## src/rtl/sprite_line_fetch_pkg.sv

```systemverilog
// Shared sprite pipeline definitions: fetch sequencer states and line timing constants.
// Imported by the fetch sequencer, its bus interface and the sprite manager.
package sprite_pkg;

    typedef enum logic [2:0] {
        FETCH_IDLE,
        FETCH_ADDR,
        FETCH_WAIT,
        FETCH_STROBE,
        FETCH_DONE
    } fetch_state_t;

    localparam int H_ACTIVE  = 640;
    localparam int SORT_TIME = 64;
    // Fetch starts once the visible area and the slot sort have both finished.
    localparam int FETCH_START_COL = H_ACTIVE + SORT_TIME;

    function automatic int sel_width(input int words);
        return (words > 1) ? $clog2(words) : 1;
    endfunction

endpackage

```

## src/rtl/sprite_line_fetch_if.sv

```systemverilog
// Bus between the line-fetch sequencer (master) and the sprite manager (slave).
// The overrun flag exists only when SPRITE_FETCH_OVERRUN_EN is defined.
interface sprite_line_fetch_if #(
    parameter int NUM_SLOTS      = 8,
    parameter int WORDS_PER_LINE = 2,
    parameter int COL_W          = 12,
    parameter int IDX_W          = $clog2(NUM_SLOTS + 1)
);
    import sprite_pkg::*;

    localparam int SEL_W = sel_width(WORDS_PER_LINE);

    // Handshake: slot_index/word_sel are stable from the address cycle through the
    // strobe; word_valid is a one-hot, one-cycle strobe with no ready/backpressure,
    // so the consumer must take the RAM data in exactly that cycle.
    logic [COL_W-1:0]          pix_col;
    logic                      enable;
    logic [IDX_W-1:0]          slot_index;
    logic [SEL_W-1:0]          word_sel;
    logic [WORDS_PER_LINE-1:0] word_valid;
    logic                      busy;
    logic                      line_done;
`ifdef SPRITE_FETCH_OVERRUN_EN
    logic                      overrun;
`endif
    fetch_state_t              dbg_state;

    modport master (
        input  pix_col, enable,
`ifdef SPRITE_FETCH_OVERRUN_EN
        output overrun,
`endif
        output slot_index, word_sel, word_valid, busy, line_done, dbg_state
    );

    modport slave (
        output pix_col, enable,
`ifdef SPRITE_FETCH_OVERRUN_EN
        input  overrun,
`endif
        input  slot_index, word_sel, word_valid, busy, line_done, dbg_state
    );

endinterface

```

## src/rtl/sprite_line_fetch_latency_ctr.sv

```systemverilog
// Loadable down-counter with terminal-count flag; times the RAM read-latency wait.
module fetch_latency_ctr #(
    parameter int W = 4
) (
    input  logic         clk,
    input  logic         resetn,
    input  logic         i_load,
    input  logic [W-1:0] i_load_val,
    input  logic         i_dec,
    output logic         o_tc
);
    logic [W-1:0] r_count;

    always_ff @(posedge clk or negedge resetn) begin
        if (!resetn) begin
            r_count <= '0;
        end else if (i_load) begin
            r_count <= i_load_val;
        end else if (i_dec && (r_count != '0)) begin
            r_count <= r_count - W'(1);
        end
    end

    assign o_tc = (r_count == '0);

endmodule

```

## src/rtl/sprite_line_fetch.sv

```systemverilog
// Per-scanline sprite graphics fetch sequencer: walks every slot/word in h-blank.
// Optional sticky abort flag: define SPRITE_FETCH_OVERRUN_EN to add bus.overrun.
module sprite_line_fetch #(
    parameter int NUM_SLOTS      = 8,
    parameter int WORDS_PER_LINE = 2,
    parameter int READ_LATENCY   = 3,
    parameter int COL_W          = 12,
    parameter int START_COL      = sprite_pkg::FETCH_START_COL,
    parameter int IDX_W          = $clog2(NUM_SLOTS + 1)
) (
    input  logic                clk,
    input  logic                resetn,
    sprite_line_fetch_if.master bus
);
    import sprite_pkg::*;

    localparam int SEL_W = sel_width(WORDS_PER_LINE);
    localparam int LAT_W = 4;
    // WAIT lasts READ_LATENCY-1 cycles: load N-2 and leave when the counter hits 0.
    localparam logic [LAT_W-1:0] WAIT_LOAD = (READ_LATENCY > 1) ? LAT_W'(READ_LATENCY - 2) : '0;
    localparam logic [IDX_W-1:0] IDLE_IDX  = IDX_W'(NUM_SLOTS);
    localparam logic [IDX_W-1:0] LAST_SLOT = IDX_W'(NUM_SLOTS - 1);
    localparam logic [SEL_W-1:0] LAST_WORD = SEL_W'(WORDS_PER_LINE - 1);
    localparam logic [COL_W-1:0] TRIG_COL  = COL_W'(START_COL);

    fetch_state_t              r_state;
    logic [IDX_W-1:0]          r_slot;
    logic [SEL_W-1:0]          r_word;
    logic [WORDS_PER_LINE-1:0] r_word_valid;
    logic                      r_busy;
    logic                      r_line_done;

    logic                      w_trigger;
    logic                      w_abort;
    logic                      w_last_word;
    logic                      w_last_slot;
    logic                      w_to_done;
    logic                      w_lat_tc;
    logic [WORDS_PER_LINE-1:0] w_word_onehot;

    assign w_trigger     = bus.enable && (bus.pix_col == TRIG_COL);
    assign w_abort       = (r_state != FETCH_IDLE) && (bus.pix_col == '0);
    assign w_last_word   = (r_word == LAST_WORD);
    assign w_last_slot   = (r_slot == LAST_SLOT);
    assign w_to_done     = (r_state == FETCH_STROBE) && w_last_word && w_last_slot && !w_abort;
    assign w_word_onehot = WORDS_PER_LINE'(1) << r_word;

    fetch_latency_ctr #(.W(LAT_W)) u_lat (
        .clk        (clk),
        .resetn     (resetn),
        .i_load     (r_state == FETCH_ADDR),
        .i_load_val (WAIT_LOAD),
        .i_dec      (r_state == FETCH_WAIT),
        .o_tc       (w_lat_tc)
    );

    always_ff @(posedge clk or negedge resetn) begin
        if (!resetn) begin
            r_state      <= FETCH_IDLE;
            r_slot       <= IDLE_IDX;
            r_word       <= '0;
            r_word_valid <= '0;
            r_busy       <= 1'b0;
            r_line_done  <= 1'b0;
        end else begin
            r_word_valid <= '0;
            r_line_done  <= 1'b0;
            if (w_abort) begin
                r_state <= FETCH_IDLE;
                r_slot  <= IDLE_IDX;
                r_word  <= '0;
                r_busy  <= 1'b0;
            end else begin
                case (r_state)
                    FETCH_IDLE: begin
                        if (w_trigger) begin
                            r_state <= FETCH_ADDR;
                            r_slot  <= '0;
                            r_word  <= '0;
                            r_busy  <= 1'b1;
                        end
                    end
                    FETCH_ADDR: begin
                        if (READ_LATENCY > 1) begin
                            r_state <= FETCH_WAIT;
                        end else begin
                            r_state      <= FETCH_STROBE;
                            r_word_valid <= w_word_onehot;
                        end
                    end
                    FETCH_WAIT: begin
                        if (w_lat_tc) begin
                            r_state      <= FETCH_STROBE;
                            r_word_valid <= w_word_onehot;
                        end
                    end
                    FETCH_STROBE: begin
                        // Counters only advance below their terminal values, so they saturate.
                        if (!w_last_word) begin
                            r_word  <= r_word + SEL_W'(1);
                            r_state <= FETCH_ADDR;
                        end else if (!w_last_slot) begin
                            r_word  <= '0;
                            r_slot  <= r_slot + IDX_W'(1);
                            r_state <= FETCH_ADDR;
                        end else begin
                            r_state     <= FETCH_DONE;
                            r_line_done <= 1'b1;
                        end
                    end
                    FETCH_DONE: begin
                        r_state <= FETCH_IDLE;
                        r_slot  <= IDLE_IDX;
                        r_word  <= '0;
                        r_busy  <= 1'b0;
                    end
                    default: r_state <= FETCH_IDLE;
                endcase
            end
        end
    end

`ifdef SPRITE_FETCH_OVERRUN_EN
    logic r_overrun;

    always_ff @(posedge clk or negedge resetn) begin
        if (!resetn) begin
            r_overrun <= 1'b0;
        end else if (w_abort) begin
            r_overrun <= 1'b1;
        end else if (w_to_done) begin
            r_overrun <= 1'b0;
        end
    end

    assign bus.overrun = r_overrun;
`endif

    assign bus.slot_index = r_slot;
    assign bus.word_sel   = r_word;
    assign bus.word_valid = r_word_valid;
    assign bus.busy       = r_busy;
    assign bus.line_done  = r_line_done;
    assign bus.dbg_state  = r_state;

endmodule
```

## src/flat_wrapper.sv

```systemverilog
// flat-port wrapper written by rule: the top's interface ports become plain ports
module sprite_line_fetch_flat import sprite_pkg::*;
#(
    parameter int NUM_SLOTS      = 8,
    parameter int WORDS_PER_LINE = 2,
    parameter int READ_LATENCY   = 3,
    parameter int COL_W          = 12,
    parameter int START_COL      = sprite_pkg::FETCH_START_COL,
    parameter int IDX_W          = $clog2(NUM_SLOTS + 1)
)
  (clk, resetn, bus_pix_col, bus_enable, bus_slot_index, bus_word_sel, bus_word_valid, bus_busy, bus_line_done, bus_dbg_state);
  sprite_line_fetch_if #(.NUM_SLOTS(NUM_SLOTS), .WORDS_PER_LINE(WORDS_PER_LINE), .COL_W(COL_W), .IDX_W(IDX_W)) bus_i ();
  input  logic clk;
  input  logic resetn;
  input wire logic [$bits(bus_i.pix_col)-1:0] bus_pix_col;
  input wire logic [$bits(bus_i.enable)-1:0] bus_enable;
  output wire logic [$bits(bus_i.slot_index)-1:0] bus_slot_index;
  output wire logic [$bits(bus_i.word_sel)-1:0] bus_word_sel;
  output wire logic [$bits(bus_i.word_valid)-1:0] bus_word_valid;
  output wire logic [$bits(bus_i.busy)-1:0] bus_busy;
  output wire logic [$bits(bus_i.line_done)-1:0] bus_line_done;
  output wire logic [$bits(bus_i.dbg_state)-1:0] bus_dbg_state;
  assign bus_i.pix_col = bus_pix_col;
  assign bus_i.enable = bus_enable;
  assign bus_slot_index = bus_i.slot_index;
  assign bus_word_sel = bus_i.word_sel;
  assign bus_word_valid = bus_i.word_valid;
  assign bus_busy = bus_i.busy;
  assign bus_line_done = bus_i.line_done;
  assign bus_dbg_state = bus_i.dbg_state;
  sprite_line_fetch #(.NUM_SLOTS(NUM_SLOTS), .WORDS_PER_LINE(WORDS_PER_LINE), .READ_LATENCY(READ_LATENCY), .COL_W(COL_W), .START_COL(START_COL), .IDX_W(IDX_W)) u_core (.clk(clk), .resetn(resetn), .bus(bus_i));
endmodule
```

## config.mk

```make
export PLATFORM = sky130hd
export DESIGN_NAME = sprite_line_fetch_flat
export DESIGN_NICKNAME = d
export VERILOG_FILES = /design/src/rtl/sprite_line_fetch_pkg.sv /design/src/rtl/sprite_line_fetch_if.sv /design/src/rtl/sprite_line_fetch_latency_ctr.sv /design/src/rtl/sprite_line_fetch.sv /design/src/flat_wrapper.sv
export SDC_FILE = /design/constraint.sdc
export NUM_CORES = 1
export LEC_CHECK = 0
export CORE_MARGIN = 2
export CORE_UTILIZATION = 45
export DETAILED_ROUTE_END_ITERATION = 12
export PLACE_DENSITY = 0.77
export SLEW_MARGIN = 20
export SYNTH_ARGS = -nofsm -noshare
export SYNTH_HDL_FRONTEND = slang
export SYNTH_SLANG_ARGS = --single-unit
```

## constraint.sdc

```tcl
create_clock -name clk -period 1.9 [get_ports clk]
set_input_delay 0.57 -clock clk [delete_from_list [all_inputs] [get_ports clk]]
set_output_delay 0.57 -clock clk [all_outputs]
set_load 0.05 [all_outputs]
```

* Yosys cells after proc, flatten, opt, wreduce, memory -nomap -nowiden *
Index checks and enable logic that the tools add are counted.

storage, ports and cells
  flip-flop bits (word level) = 16
  logic and storage cells = 63
  output and inout port bits = 12

cells by class
  shifts and indexed selects = 1
  reductions and logical operators = 15
  equality and inequality tests = 10
  $add $sub $neg = 3
  mux-type cells = 27

operators with widths
  operator                                                                 count
  4-bit two-way mux                                                        6
  3-bit two-way mux                                                        5
  12-bit by 10-bit equality test with 1-bit output, second input constant  1
  12-bit zero test                                                         1
  3-bit case mux with 4 select lines                                       1
  4-bit case mux with 3 select lines                                       1
  1-bit two-way mux                                                        9
  3-bit by 1-bit inequality test with 1-bit output, second input constant  3
  4-bit nonzero test                                                       2
  3-bit by 2-bit equality test with 1-bit output, second input constant    2
  2-bit two-way mux                                                        3
  2-bit AND reduction                                                      3
  3-bit nonzero test                                                       2
  4-bit by 1-bit adder with 4-bit output, second input constant            1
  4-bit by 3-bit equality test with 1-bit output, second input constant    1
  4-bit zero test                                                          1
  4-bit AND reduction                                                      1
  4-bit by 1-bit subtractor with 4-bit output, second input constant       1
  3-bit by 1-bit equality test with 1-bit output, second input constant    1
  3-bit equality test, second input constant                               1
  1-bit logical AND                                                        3
  3-bit zero test                                                          1
  3-bit by 2-bit inequality test with 1-bit output, second input constant  1
  1-bit case mux with 3 select lines                                       1
  4 further kinds                                                          4

* Logic depth before layout (Yosys ltp) *
  depth in word-level cells = 5
  mapped depth = 7

* Cells and area by module *
From an unflattened synthesis, not the netlist that was laid out.

second synthesis, totals
  cells, all modules = 108
  area total of the unflattened synthesis = 1053.5 sq um

modules (own cells, without submodules)
  module             cells an instance  area each (sq um)  instances
  sprite_line_fetch  81                 783.3              1
  fetch_latency_ctr  27                 270.3              1

* Least setup slack after synthesis *
No wires, ideal clock.

  kind = flip-flop to flip-flop
  start point = register u_core.r_state[1], in the netlist u_core.bus.dbg_state[1]
  end point = register u_core.r_slot[0], in the netlist u_core.bus.slot_index[0]
  path buffers = 1
  required time = 1.775 ns
  cell stages (with the launch flop) = 7
  path slack = 0.013 ns
  arrival = 1.763 ns
  library setup time = 0.125 ns
  clock period less this slack = 1.887 ns
  cell sequence = dfrtp_1 buf_4 and3b_1 nor3_1 a311oi_2 o21ai_2 mux2_2

on the way
  word-level cells in the longest chain between the ends = 4

ends and longest elaborated chain
  item                                                                                      line                      RTL
  start: declaration                                                                        sprite_line_fetch.sv:26   fetch_state_t r_state;
  start signal: assignment                                                                  sprite_line_fetch.sv:59   r_state <= FETCH_IDLE;
  start signal: assignment                                                                  sprite_line_fetch.sv:69   r_state <= FETCH_IDLE;
  start signal: assignment                                                                  sprite_line_fetch.sv:77   r_state <= FETCH_ADDR;
  3-bit nonzero test                                                                        sprite_line_fetch.sv:42   assign w_abort = (r_state != FETCH_IDLE) && (bus.pix_col == '0);
  1-bit logical AND                                                                         sprite_line_fetch.sv:42
  3-bit by 1-bit inequality test with 1-bit output (no line), or another cell as far along  --
  4-bit AND reduction (no line)                                                             --
  end signal: assignment                                                                    sprite_line_fetch.sv:104  r_slot <= r_slot + IDX_W'(1);
  end: declaration                                                                          sprite_line_fetch.sv:27   logic [IDX_W-1:0] r_slot;

Several ways; a longest one is shown, not always the timed one.
A chain may end at the register's enable or synchronous reset.

* Final worst setup path *
  start point = input port bus_pix_col[6]
  end point = register u_core.r_slot[0], in the netlist u_core.bus.slot_index[0]

on the way
  word-level cells in the longest chain between the ends = 4

ends and longest elaborated chain
  item                                                                                      line                                              RTL
  start: declaration                                                                        flat_wrapper.sv:15                                input wire logic [$bits(bus_i.pix_col)-1:0] bus_pix_col;
  12-bit by 10-bit equality test with 1-bit output or 12-bit zero test (tied branches)      sprite_line_fetch.sv:41, sprite_line_fetch.sv:42
  1-bit logical AND (on tied branches)                                                      sprite_line_fetch.sv:41, sprite_line_fetch.sv:42
  3-bit by 1-bit inequality test with 1-bit output (no line), or another cell as far along  --
  4-bit AND reduction (no line)                                                             --

Several ways; a longest one is shown, not always the timed one.

==> flow_summary.toml <==
[outcome]
status = "complete, no violations"

[setup_path]
crit_required_ns = 2.08
path_cells = "clkdlybuf4s50_1 > nand4_1 > nor2b_1 > a311oi_2 > o21ai_2 > mux2_4"
cp_slowest_stage_delay_ns = 0.53
cp_max_fo = 3
critical_path.top_delay_family = "buffers and inverters"
path_class = "input port to flip-flop"
critPathBufInv = 1
arrival_ns = 2.03
critPathCaptureType = "flip-flop"
worstSetupStartpointType = "input port"
cpMaxStageDelayCell = "clkdlybuf4s50_1"

[global_routing]
grt_max_degree = 17
grtUsageTotal_pct = 21.6
antenna_found_initial = 0
grt_overflow_total = 0
grt_pass1_wl_um = 3930
grt_pass1_vias = 844

[power]
pwr-share-comb_pct = 58.7
ir_drop_uv = 1220
p_sw_mw = 0.945
clockPowerShare_pct = 10.7
pwr-share-seq_pct = 30.5
swShare_pct = 44.8
powerDensity_nw_per_um2 = 1560
p_int_mw = 1.17
power.total_mw = 2.11
power_leakage_nw = 0.605

[place]
dpl.hpwl_um = 1690
portBuffers = 26
gp_congestion = 0.872
pre_cts_ws_ns = -0.436

[yosys]
avgSynthCellArea_um2 = 10.3
seq_area_frac_synth_pct = 45.2
ys_ff_latch = 16
yosys.area.top_type_share_pct = 42.3
synth_top_family_by_area = "simple AND/OR/NAND/NOR gates"
yosys_warnings = 0
post_synth_and_or_nand_nor_area_fraction_pct = 28.5
synth-adder-area-share_pct = 2.82
synth_ff_type = "dfrtp_1"
muxShareOfSynthArea_pct = 2.96
netlist.top_cell.by_area = "dfrtp_1"
synth_nets = 103
synth-compound-area-share_pct = 12.4
synth_area_um2 = 888
synth_xor_area_share_pct = 3.94
synth_enable_flop_cells = 0
async_reset_ff_share_pct = 100
synth_area_leaders = "dfrtp_1, nor2_1, xnor2_1"
synth_cell_types = 39
syn_inst = 86

[cts]
clock_sinks = 16
cts.clk_slew.worst_paths_ns = 0.10
cts_root_buffer = "clkbuf_4"
clk-insertion-delay-late_ns = 0.29
cts_made_buffers = 3
cts_max_path_buffers = 2
cts_tree = "yes"
cts_setup_buffers = 0
htree_num_levels = 1

[timing]
max_slew_margin_pct = 68.5
post-route-period-util_pct = 97.5
setup_viol = 0
min_period_ns = 1.85
grt_setup_unrepaired = "no"
max_freq_mhz = 540
setup_slack_ns = 0.0483
skew_ns = 0.00233
hold_viol_final = 0
worst_pin_slew_ns = 0.471
slew_viol_final = 0

[drt]
drt_wl_total_um = 2150
firstDrtPassIters = 4
route.detailed.drc = 0
via_per_inst = 5.30
drt_iter0_drc = 8
ant_nets = 0
wl_per_cell_um = 14.1
vias = 806

[floorplan]
dieArea_um2 = 2350
die_width_um = 48.4
start_util_pct = 46.7
ioPinCount = 27
rows = 16
die_height_um = 48.4
core-area_um2 = 1900

[cells_and_area]
area_delta_synth_final_pct = 52.3
fillers = 152
fin_util_pct = 71.1
diodes = 0
multiInputGateArea_um2 = 475
regArea_um2 = 403
drive_above_1_share_pct = 36.0
nNetsFinal = 143

[min_path]
hp-class = "flip-flop to flip-flop"

[run]
cap_violations = 0
[cells in the final DEF (no fill, tap or decap), types with 2 or more instances in the layout]
cell type,n
a21oi_1,2
buf_12,6
buf_4,17
clkbuf_4,3
clkdlybuf4s50_1,6
dfrtp_1,14
dlygate4sd2_1,6
dlymetal6s2s_1,2
ha_1,2
inv_1,5
mux2_4,2
nand2_1,3
nand2b_1,2
nand3_1,2
nand4_1,3
nor2_1,12
nor3_1,2
nor3_2,2
nor3b_1,3
o21ai_0,2
xnor2_1,4
[cells in the mapped netlist (2+ instances only)]
cell and number:
nand4_1 3, nand2_1 3, nor3_1 4, nand2b_1 2, xnor2_1 4, a21oi_1 2, o21ai_0 2, nor2_1 12
dfrtp_1 15, inv_1 5, ha_1 2, nor3b_1 3, nor4_1 2, nand3_1 2
[flip-flops by register name (all words and copies together) (netlist names)]
signal	flops
u_core.bus.slot_index	4
u_core.u_lat.r_count	4
u_core.bus.dbg_state	3
u_core.bus.word_valid	2
u_core.bus.busy	1
u_core.bus.line_done	1
u_core.bus.word_sel	1
[path summary, 6_finish.rpt]
path,startpoint,end,slack (ns),cells past startpoint
setup / recovery,bus_pix_col[6],u_core.bus.slot_index[0]$_DFFE_PN0P_,0.05,6
hold / removal,u_core.bus.word_sel$_DFFE_PN0P_,u_core.bus.word_valid[0]$_DFF_PN0_,0.50,1
setup reg to reg,u_core.bus.dbg_state[0]$_DFFE_PN0P_,u_core.u_lat.r_count[3]$_DFFE_PN0P_,0.18,5
hold reg to reg,u_core.bus.word_sel$_DFFE_PN0P_,u_core.bus.word_valid[0]$_DFF_PN0_,0.50,1
max in group asynchronous,resetn,u_core.bus.slot_index[3]$_DFFE_PN1P_,1.05,2
min in group asynchronous,resetn,u_core.u_lat.r_count[1]$_DFFE_PN0P_,0.60,2
[final cells by class]
cell class / count / area share, %
repair buffers: 37 / 28.5
well taps: 27 / 2.50
inverters: 5 / 1.39
clock buffers: 4 / 2.68
flip-flops and latches: 16 / 29.8
multi-input cells: 63 / 35.2
[per-stage QoR]
stage	TNS (ns)	instances	instance area, µm²	hold slack [ns]
final	0	152	1350	0.503
after global routing	0	152	1350	0.545
after CTS	0	152	1330	0.503
after detailed placement	-3.54	148	1290	0.483
after global placement	-2.89	148	1290	0.472
after floorplan	0	86	888	0.274
[power groups by stage]
stage                     Sequential (mW)  Combinational [mW]  Clock, mW
after floorplan                     0.830               0.577          0
after global placement              0.632                1.20          0
after CTS                           0.641                1.25      0.233
after detailed placement            0.643                1.23          0
final                               0.644                1.24      0.227
after global routing                0.669                1.33      0.252
[cell families (layout without fill, tap and decap cells)]
family / count (synthesis) / count (layout)
adders and majority gates: 2 / 2
AOI/OAI and AO/OA: 13 / 13
xor gates and xnor gates: 4 / 4
and+or+nand+nor: 42 / 42
muxes: 2 / 2
buffers and inverters: 7 / 46
DFF: 16 / 16
[per-layer routing]
metal | vias up | track usage [%] | share of wire, %
met5 | - | 0 | 0
met4 | 0 | 4.29 | 0.70
met3 | 2 | 6.48 | 4.7
met2 | 17 | 38.4 | 53
met1 | 400 | 26.1 | 41
li1 | 387 | - | -
[repair_timing]
| item | in CTS | in global routing |
|---|---|---|
| setup endpoints to repair | 5 | 6 |
| hold buffers | 0 | 0 |
| resized for setup | 9 | 5 |
| hold endpoints to repair | 0 | 0 |
| pin swaps | 5 | 2 |
[worst register-to-register path, cell delays in order, from the launching register on]
cell	delay [ns]
dfrtp_1	0.52
nor3b_1	0.33
nand2b_1	0.21
nor4_1	0.32
xnor2_1	0.17
nor2_1	0.05
Power figures use the tool's default switching activity.
